<file path="config.mk">
export PLATFORM = sky130hd
export DESIGN_NAME = iq_tone_gen
export DESIGN_NICKNAME = d
export VERILOG_FILES = /design/src/rtl/iq_tone_pkg.sv /design/src/rtl/iq_sin_lut.sv /design/src/rtl/iq_tone_gen.sv
export SDC_FILE = /design/constraint.sdc
export NUM_CORES = 1
export LEC_CHECK = 0
export CAP_MARGIN = 20
export CORE_MARGIN = 1
export CORE_UTILIZATION = 35
export DETAILED_ROUTE_END_ITERATION = 10
export SLEW_MARGIN = 10
export SYNTH_ARGS = -nofsm -noshare
export SYNTH_HDL_FRONTEND = slang
export SYNTH_HIERARCHICAL = 1
export SYNTH_SLANG_ARGS = --single-unit
export TNS_END_PERCENT = 10
</file>
<file path="constraint.sdc">
create_clock -name clock -period 8.55 [get_ports clock]
set_input_delay 1.71 -clock clock [delete_from_list [all_inputs] [get_ports clock]]
set_output_delay 1.71 -clock clock [all_outputs]
set_load 0.01 [all_outputs]
</file>
<file path="src/rtl/iq_tone_pkg.sv">
// iq_tone_pkg: FSM state type, dither LFSR constants and elaboration helpers.
// Quarter-wave entries come from an integer Taylor series, so no real math is needed.
package iq_tone_pkg;

    typedef enum logic {IDLE, RUN} state_t;

    localparam logic [15:0] LFSR_SEED = 16'hACE1;
    localparam logic [15:0] LFSR_TAPS = 16'hB400;
    localparam longint HALF_PI_Q30 = 64'sd1686629713;

    function automatic bit levels_ok(int offset, int amp, int out_w);
        return (offset - amp >= 0) && (offset + amp <= (1 << out_w) - 1);
    endfunction

    // round(amp * sin(k/2^aw * pi/2)), evaluated in Q30 fixed point
    function automatic int lut_entry(int k, int aw, int amp);
        longint x;
        longint term;
        longint acc;
        x = (HALF_PI_Q30 * longint'(k)) >>> aw;
        term = x;
        acc = x;
        for (int n = 1; n < 10; n++) begin
            term = (term * x) >>> 30;
            term = (term * x) >>> 30;
            term = term / longint'((2 * n) * (2 * n + 1));
            if (n % 2 == 1) acc = acc - term;
            else acc = acc + term;
        end
        return int'((acc * longint'(amp) + (longint'(1) <<< 29)) >>> 30);
    endfunction

endpackage

</file>
<file path="src/rtl/iq_sin_lut.sv">
// iq_sin_lut: quarter-wave table folded into a full-circle sin/cos lookup.
// One registered stage; values are signed offsets around zero.
module iq_sin_lut import iq_tone_pkg::*; #(
    parameter int OUT_W  = 5,
    parameter int LUT_AW = 8,
    parameter int AMP    = 10
) (
    input  logic                    clock,
    input  logic                    reset,
    input  logic                    en,
    input  logic [LUT_AW+1:0]       phase,
    output logic signed [OUT_W+1:0] sin_val,
    output logic signed [OUT_W+1:0] cos_val
);

    localparam int N  = 1 << LUT_AW;
    localparam int SW = OUT_W + 2;

    // N+1 entries so the mirrored index N (exact quarter turn) needs no special case
    logic [OUT_W-1:0] tbl [0:N];

    for (genvar k = 0; k <= N; k++) begin : g_tbl
        assign tbl[k] = OUT_W'(lut_entry(k, LUT_AW, AMP));
    end

    function automatic logic [LUT_AW:0] mirror(logic [LUT_AW+1:0] p);
        logic [LUT_AW:0] idx;
        idx = {1'b0, p[LUT_AW-1:0]};
        return p[LUT_AW] ? (LUT_AW+1)'(N) - idx : idx;
    endfunction

    function automatic logic signed [SW-1:0] signed_mag(logic neg, logic [OUT_W-1:0] mag);
        logic signed [SW-1:0] m;
        m = signed'({2'b00, mag});
        return neg ? -m : m;
    endfunction

    logic [LUT_AW+1:0] cphase;
    logic signed [SW-1:0] sin_nxt;
    logic signed [SW-1:0] cos_nxt;

    assign cphase  = phase + (LUT_AW+2)'(N);
    assign sin_nxt = signed_mag(phase[LUT_AW+1], tbl[mirror(phase)]);
    assign cos_nxt = signed_mag(cphase[LUT_AW+1], tbl[mirror(cphase)]);

    always_ff @(posedge clock) begin
        if (reset) begin
            sin_val <= '0;
            cos_val <= '0;
        end else if (en) begin
            sin_val <= sin_nxt;
            cos_val <= cos_nxt;
        end
    end

endmodule

</file>
<file path="src/rtl/iq_tone_gen.sv">
// iq_tone_gen: FSK-steered phase accumulator feeding a quarter-wave I/Q LUT.
// Define IQ_TONE_GEN_DITHER_EN for independent +/-1 LSB LFSR dither on i and q.
module iq_tone_gen import iq_tone_pkg::*; #(
    parameter int OUT_W   = 5,
    parameter int SYM_W   = 3,
    parameter int PHASE_W = 16,
    parameter int LUT_AW  = 8,
    parameter int DIV     = 1,
    parameter int OFFSET  = 16,
    parameter int AMP     = 10
) (
    input  logic               clock,
    input  logic               reset,
    input  logic               enable,
    input  logic [SYM_W-1:0]   sym,
    input  logic [PHASE_W-1:0] base_fcw,
    input  logic [PHASE_W-1:0] step_fcw,
    output logic [OUT_W-1:0]   i_out,
    output logic [OUT_W-1:0]   q_out,
    output logic               sample_valid,
    output logic               running
);

    localparam int CW = (DIV > 1) ? $clog2(DIV) : 1;
    localparam int SW = OUT_W + 2;
    localparam logic signed [SW-1:0] VMAX = SW'((1 << OUT_W) - 1);
    localparam logic signed [SW-1:0] VOFF = SW'(OFFSET);

    if (!levels_ok(OFFSET, AMP, OUT_W)) begin : g_bad_levels
        $error("iq_tone_gen: OFFSET +/- AMP does not fit in OUT_W bits");
    end

    state_t               state;
    logic [CW-1:0]        count;
    logic [PHASE_W-1:0]   phase;
    logic [PHASE_W-1:0]   phase_nxt;
    logic                 strobe;
    logic                 adv;
    logic                 in_flight;
    logic signed [SW-1:0] sin_val;
    logic signed [SW-1:0] cos_val;
    logic signed [SW-1:0] i_raw;
    logic signed [SW-1:0] q_raw;

    assign strobe    = enable && (count == CW'(DIV - 1));
    assign adv       = strobe && (state == RUN);
    assign phase_nxt = phase + base_fcw + step_fcw * PHASE_W'(sym);

    iq_sin_lut #(
        .OUT_W  (OUT_W),
        .LUT_AW (LUT_AW),
        .AMP    (AMP)
    ) u_lut (
        .clock   (clock),
        .reset   (reset),
        .en      (adv),
        .phase   (phase_nxt[PHASE_W-1 -: LUT_AW+2]),
        .sin_val (sin_val),
        .cos_val (cos_val)
    );

`ifdef IQ_TONE_GEN_DITHER_EN
    logic [15:0]          lfsr;
    logic signed [SW-1:0] di;
    logic signed [SW-1:0] dq;

    always_ff @(posedge clock) begin
        if (reset) lfsr <= LFSR_SEED;
        else if (strobe) lfsr <= (lfsr >> 1) ^ (lfsr[0] ? LFSR_TAPS : 16'h0);
    end

    // bit pair 01 -> +1, 10 -> -1, 00/11 -> 0
    assign di    = {{(SW-1){lfsr[1] & ~lfsr[0]}}, lfsr[1] ^ lfsr[0]};
    assign dq    = {{(SW-1){lfsr[3] & ~lfsr[2]}}, lfsr[3] ^ lfsr[2]};
    assign i_raw = VOFF + sin_val + di;
    assign q_raw = VOFF + cos_val + dq;
`else
    assign i_raw = VOFF + sin_val;
    assign q_raw = VOFF + cos_val;
`endif

    function automatic logic [OUT_W-1:0] clamp(logic signed [SW-1:0] v);
        if (v < 0) return '0;
        if (v > VMAX) return '1;
        return v[OUT_W-1:0];
    endfunction

    always_ff @(posedge clock) begin
        if (reset) begin
            state        <= IDLE;
            running      <= 1'b0;
            count        <= '0;
            phase        <= '0;
            in_flight    <= 1'b0;
            sample_valid <= 1'b0;
            i_out        <= OUT_W'(OFFSET);
            q_out        <= OUT_W'(OFFSET);
        end else begin
            count        <= (!enable || strobe) ? '0 : count + 1'b1;
            in_flight    <= adv;
            sample_valid <= in_flight && enable;
            if (in_flight && enable) begin
                i_out <= clamp(i_raw);
                q_out <= clamp(q_raw);
            end
            unique case (state)
                IDLE: begin
                    if (strobe && sym != '0) begin
                        state   <= RUN;
                        running <= 1'b1;
                    end
                end
                RUN: begin
                    if (!enable) begin
                        state   <= IDLE;
                        running <= 1'b0;
                        phase   <= '0;
                    end else if (strobe) begin
                        phase <= phase_nxt;
                    end
                end
            endcase
        end
    end

endmodule
</file>
# After elaboration in Yosys (flattened, before gate mapping)
# Memories as Yosys holds them, arrays and structs flattened.
# Cells that the tools add are included.
[word_totals] ff_bits=45 mem_bits_ro=5120 out_inout_bits=12 word_cells=84 mem_count=2
[memory_table] name="(no name shown)" depth=512 word_bits=5 rd=1 rd_clocked_by_memory_dff=0 write_ports=0 line_no="iq_sin_lut.sv:43" source="assign sin_nxt = signed_mag(phase[LUT_AW+1], tbl[mirror(phase)]);"
[memory_table] name="(no name shown)" depth=512 word_bits=5 rd=1 rd_clocked_by_memory_dff=0 write_ports=0 line_no="iq_sin_lut.sv:44" source="assign cos_nxt = signed_mag(cphase[LUT_AW+1], tbl[mirror(cphase)]);"
[op_classes] n_addsub=10 mul=1 n_lt_le_gt_ge=6 n_eq_ne=3 muxes=38 bitwise_logic=4 reduce_logical=10
[op_table] cell="5-bit two-way mux" count=12
[op_table] cell="16-bit adder" count=2
[op_table] cell="16-bit two-way mux" count=2
[op_table] cell="10-bit >= comparator (second input constant)" count=2
[op_table] cell="9-bit NOT with 10-bit output" count=2
[op_table] cell="1-bit two-way mux" count=18
[op_table] cell="9-bit two-way mux" count=2
[op_table] cell="9-bit by 8-bit subtractor with 9-bit output (first input constant)" count=2
[op_table] cell="16-bit by 3-bit multiplier with 16-bit output" count=1
[op_table] cell="6-bit by 7-bit adder with 7-bit output (first input constant)" count=2
[op_table] cell="7-bit by 6-bit greater-than comparator with 1-bit output (second input constant)" count=2
[op_table] cell="7-bit by 1-bit < comparator with 1-bit output (second input constant)" count=2
[op_table] cell="7-bit two-way mux" count=2
[op_table] cell="5-bit negation with 7-bit output" count=2
[op_table] cell="10-bit by 9-bit adder with 10-bit output (second input constant)" count=1
[op_table] cell="1-bit logical AND" count=4
[op_table] cell="2-bit inequality test (second input constant)" count=2
[op_table] cell="1-bit case mux with 2 select lines" count=2
[op_table] cell="2-bit AND reduction" count=2
[op_table] cell="3-bit nonzero test" count=1
[op_table] cell="2-bit by 1-bit inequality test with 1-bit output (second input constant)" count=1
[op_table] cell="1-bit NOT" count=2
[op_table] cell="2-bit OR reduction" count=1
[op_table] cell="1-bit adder (second input constant)" count=1
[op_table] cell="2 further kinds" count=2

# Longest topological paths before layout
# Gate-level depths: netlist of run 1.
[depth] ltp_word=11 depth_mapped=33 depth_no_buf=28

# By module
# The synthesis of run 1 kept the hierarchy.
[modules_own_cells] mod="iq_tone_gen" n_inst=1 cells_each=406 area_each_um2=3433.3
[modules_own_cells] mod="iq_sin_lut" n_inst=1 cells_each=255 area_each_um2=1860.5

# Worst setup path before layout of run 1
# Ideal clock, no wire load.
[synth_timing] path_kind="input port to flip-flop" from="input sym[2]" to="register u_lut.cos_val[2]" setup_time_ns=0.086 t_arrival_ns=7.558 setup_slack_ns=0.906 cell_stages=25 path_buffers=3 path_cell_list="clkbuf_1 nand2_1 fa_1 fa_1 fa_1 inv_1 ha_1 a211o_1 a211o_1 a21oi_1 buf_2 inv_1 ha_1 clkbuf_1 nor4b_1 a211oi_1 nor2_1 or4_1 a32oi_1 nor2b_1 inv_1 ha_1 nor2b_1 xnor2_1 a211oi_1"
[synth_between] elab_chain_len=11
[synth_lines] item="start: declaration" line_no="iq_tone_gen.sv:15" source="input logic [SYM_W-1:0] sym,"
[synth_lines] item="16-bit by 3-bit multiplier with 16-bit output *" line_no="iq_tone_gen.sv:47" source="assign phase_nxt = phase + base_fcw + step_fcw * PHASE_W'(sym);"
[synth_lines] item="16-bit adder *" line_no="iq_tone_gen.sv:47"
[synth_lines] item="net phase_nxt[6]" line_no="iq_tone_gen.sv:36" source="logic [PHASE_W-1:0] phase_nxt;"
[synth_lines] item="10-bit by 9-bit adder with 10-bit output *" line_no="iq_sin_lut.sv:42" source="assign cphase = phase + (LUT_AW+2)'(N);"
[synth_lines] item="9-bit by 8-bit subtractor with 9-bit output" line_no="iq_sin_lut.sv:29" source="return p[LUT_AW] ? (LUT_AW+1)'(N) - idx : idx;"
[synth_lines] item="9-bit two-way mux" line_no="iq_sin_lut.sv:29"
[synth_lines] item="9-bit NOT with 10-bit output (implied by the code)" line_no="iq_sin_lut.sv:44"
[synth_lines] item="memory 512 x 5 bit"
[synth_lines] item="5-bit two-way mux (implied by the code) (2 in a row)" line_no="iq_sin_lut.sv:44"
[synth_lines] item="5-bit negation with 7-bit output" line_no="iq_sin_lut.sv:35" source="return neg ? -m : m;"
[synth_lines] item="7-bit two-way mux *" line_no="iq_sin_lut.sv:35"
[synth_lines] item="end signal: assignment" line_no="iq_sin_lut.sv:52" source="cos_val <= cos_nxt;"
[synth_lines] item="end: declaration" line_no="iq_sin_lut.sv:13" source="output logic signed [OUT_W+1:0] cos_val"
# Mark *: on every way through the listed nets, which the timed path passes. The rest lies on a longest branch. The select of a mux whose other input is x is not followed.
# A chain may end at the register's enable or synchronous reset.

# Final worst setup path of run 1
[layout_timing] from="input sym[1]" to="register u_lut.sin_val[1]"
[layout_between] elab_chain_len=10
[layout_lines] item="16-bit by 3-bit multiplier with 16-bit output *" line_no="iq_tone_gen.sv:47"
[layout_lines] item="16-bit adder *" line_no="iq_tone_gen.sv:47"
[layout_lines] item="net phase_nxt[11]" line_no="iq_tone_gen.sv:36"
[layout_lines] item="9-bit by 8-bit subtractor with 9-bit output" line_no="iq_sin_lut.sv:29"
[layout_lines] item="9-bit two-way mux *" line_no="iq_sin_lut.sv:29"
[layout_lines] item="9-bit NOT with 10-bit output (implied by the code) *" line_no="iq_sin_lut.sv:43"
[layout_lines] item="memory 512 x 5 bit *"
[layout_lines] item="5-bit two-way mux (implied by the code) * (2 in a row)" line_no="iq_sin_lut.sv:43"
[layout_lines] item="5-bit negation with 7-bit output" line_no="iq_sin_lut.sv:35"
[layout_lines] item="7-bit two-way mux *" line_no="iq_sin_lut.sv:35"
[layout_lines] item="end signal: assignment" line_no="iq_sin_lut.sv:51" source="sin_val <= sin_nxt;"
[layout_lines] item="end: declaration" line_no="iq_sin_lut.sv:12" source="output logic signed [OUT_W+1:0] sin_val,"
# Marks and branches as above.

==> metrics.txt, run 1 <==
status finished with violations; failing checks DRC; sequential fraction of design power 8.2%; Final Cycle Share 93.6%; Final min period roughly 8000 ps; Fillers 1481; hold_buf cts 0; top cell type's share of synthesized area approximately 16%; P_sw approximately 1.4 mW; max_cap viols 0; Post-CTS Setup Inserts 0; Worst Tran Pin Value 952 ps; Reg area roughly 860 sq um; Synth top cells by count 94 x inv_1, 52 x nand2_1, 48 x and2_1; chip width between 100 and 150 um; cell taking the most area after synthesis dfxtp_1; Final nets roughly 810; setup slack, reg-to-reg ~3300 ps; synthesized net count around 770; crit-path max FO 13; vias in the first global route between 4000 and 5000; ys flop type dfxtp_1; Final HPWL DP roughly 10000 um; router iterations before antenna repair 8; Mapped Cells approximately 660; # DRC 9; Setup Viol. Count Final 0; Leakage 2.55 nW; CP arrival slightly above 8000 ps; #FFs+latches synth 43; Crit path required time around 8700 ps; EDFF count, synth 0; post_cts resized 0; combinational fraction of design power a little over four fifths; count leader, synth inv_1; Clock Skew ~5.7 ps; CTS root buffer clkbuf_16; hold endpoint phase[2]; first-pass GRT wire length roughly 22000 um; RSZ-0062 raised after global routing no; CORE AREA ~15000 sq um; GP Congestion just under 0.9; CP Class in2reg; DRT iter0 DRCs ~310; final wirelength between 10000 and 15000 um; Netlist cell types 84; headroom to the max-slew limit between 30% and 40%; P per Cell Area between 400 and 500 nW/um^2; I/O Pins 50; Via density ~5.3; Power Total 2.65 mW; Buffers on Ports roughly 50; Inserted Clock Buffers 5; worst-case reg-to-reg path depth 24; Final Non-Filler Cells approximately 900; n_diodes 0; post-place setup slack roughly 180 ps; mapped cell area about 5300 sq um; Fin. Hold Viols 0; via count 4717; initial core utilization 36.2%; Post-DRT Antenna Nets 0; Async SR Flop Fraction 0%; crit end category flip-flop; clk slew on worst S/H paths 70 ps; Sum Neg Setup Slack 0 ps; Switching Share 52.6%; Area Growth Syn to Fin 16.0%; f_max 125 MHz; CP peak stage delay between 500 and 600 ps; worst hold path cell count 2; share of cells above drive strength 1 7.51%; initial antenna violation count 0; Setup WS post-layout ~550 ps; Final Max Tran Viols 0; GR Overflow Total 0; syn avg cell area about 8 sq um; Worst path slowest cell nor4_4; Critical R2R Capture u_lut/sin_val[1]; Max IR drop VDD around 0.20 mV; CTS max path bufs 2; wire length per cell 14.0 um; gr usage total between 10% and 20%; Internal Pwr Total roughly 1.3 mW; Inst Count DP 882; TritonCTS clock tree yes; clk sinks 43; top area cells in the synthesized netlist dfxtp_1 16%, fa_1 16%, inv_1 6.7%, ha_1 5.9%, and2_1 5.7%; H-Tree Depth 2; sequential fraction of the synthesis area ~16%; hold path start phase[2]; Clock Latency Late Sink 290 ps; Hold Crit Class reg2reg; die area around 16000 sq um; crit path launch type input port; multi-input logic area around 3900 sq um; CP cell instances clkdlybuf4s50_1 > buf_4 > and2_1 > fa_1 > fa_1 > inv_1 > fa_1 > inv_1 > ha_1 > a2111o_1 > o21ai_2 > o21a_1 > xnor2_1 > nor4_4 > a21oi_1 > xnor2_1 > o21ai_2 > o21ai_1 > o22a_1 > nand2_1 > ha_1 > nand2b_1 > o211ai_1 > a21oi_1; Crit path top cell by count fa_1; Synthesis Warnings 6; Die Y ~120 um; power share of the clock group 7.4%; worst hold slack 451 ps; row count 44; largest net degree at the start of global routing 28; FF-to-FF Start phase[1]
[layer usage]
| layer | global-route usage, % | wire length [um] |
|---|---|---|
| met4 | 4.30 | 196 |
| met2 | 28.9 | 6070 |
| met3 | 1.93 | 376 |
| met5 | 0 | 0 |
| met1 | 21.9 | 5850 |
[state kept, by name, indices dropped and copies added, names as in the netlist]
name / count
count: 1
in_flight: 1
u_lut/sin_val: 6
q_out: 5
state: 1
sample_valid: 1
phase: 16
u_lut/cos_val: 6
i_out: 5
running: 1
[worst max-delay path by stage]
stage,from,endpoint,slack (ps)
after floorplan,sym[2],u_lut/cos_val[2],910
after global placement,sym[1],u_lut/sin_val[1],360
after detailed placement,sym[0],u_lut/sin_val[1],180
after CTS,sym[0],u_lut/sin_val[1],470
after global routing,sym[1],u_lut/cos_val[2],20
final,sym[1],u_lut/sin_val[1],550
[logic make-up after synthesis]
group                    share of synthesized area, %
buffers and inverters                            10.3
XOR/XNOR                                         5.55
adder cells (fa/ha/maj)                          21.4
AO/OA/AOI/OAI                                    23.4
AND/OR/NAND/NOR                                  22.0
flip-flops                                       16.3
multiplexers                                    0.969
other                                          0.0708
[placed cells by master (no fill, tap or decap), types with 8 or more instances in the layout]
master,synthesis,layout
inv_1,94,94
nand2_1,52,51
clkdlybuf4s50_1,0,49
and2_1,48,48
dfxtp_1,43,43
fa_1,41,41
a21oi_1,39,39
o21ai_0,30,30
nor2_1,29,29
ha_1,25,24
buf_4,4,22
xnor2_1,19,19
xor2_1,12,12
nand4_1,11,11
o211ai_1,11,11
a211oi_1,11,11
a31oi_1,10,10
nor2b_1,9,9
nand3_1,9,9
nand2b_1,8,8
a22o_1,8,8
[through the flow]
stage	utilization, %	instance area, sq um
final	42.0	6140
after global routing	42.0	6140
after CTS	41.9	6140
after detailed placement	40.9	5990
after global placement	40.9	5990
after floorplan	-	5290
[power groups by stage]
stage,logic (mW),clock network (mW),registers (mW)
after detailed placement,2.20,0,0.222
after floorplan,1.75,0,0.219
final,2.23,0.196,0.217
after CTS,2.22,0.200,0.217
after global placement,2.16,0,0.221
after global routing,2.51,0.209,0.218
[final cells by class]
class,instances,share of cell area [%]
Tap cell,184,3.75
Inverter,94,5.74
Sequential cell,43,14.0
Clock buffer,5,2.04
Clock inverter,3,0.387
Timing Repair Buffer,71,10.7
Multi-Input combinational cell,490,63.4
[worst max-delay path, delay by kind of cell]
family	cells	cell delay, ps
buf+inv	4	820
simple gates	4	970
fa+ha+maj	5	2130
compound gates	9	1900
xor+xnor	2	640
Power figures use the tool's default switching activity.
==> run 2, diff against run 1 <==
--- a/config.mk
+++ b/config.mk
@@ -14,4 +14,4 @@
 export SYNTH_HDL_FRONTEND = slang
 export SYNTH_HIERARCHICAL = 1
 export SYNTH_SLANG_ARGS = --single-unit
-export TNS_END_PERCENT = 10
+export TNS_END_PERCENT = 1
==> results of run 2 <==
No change in the layout: final DEF, timing and power equal those of run 1.
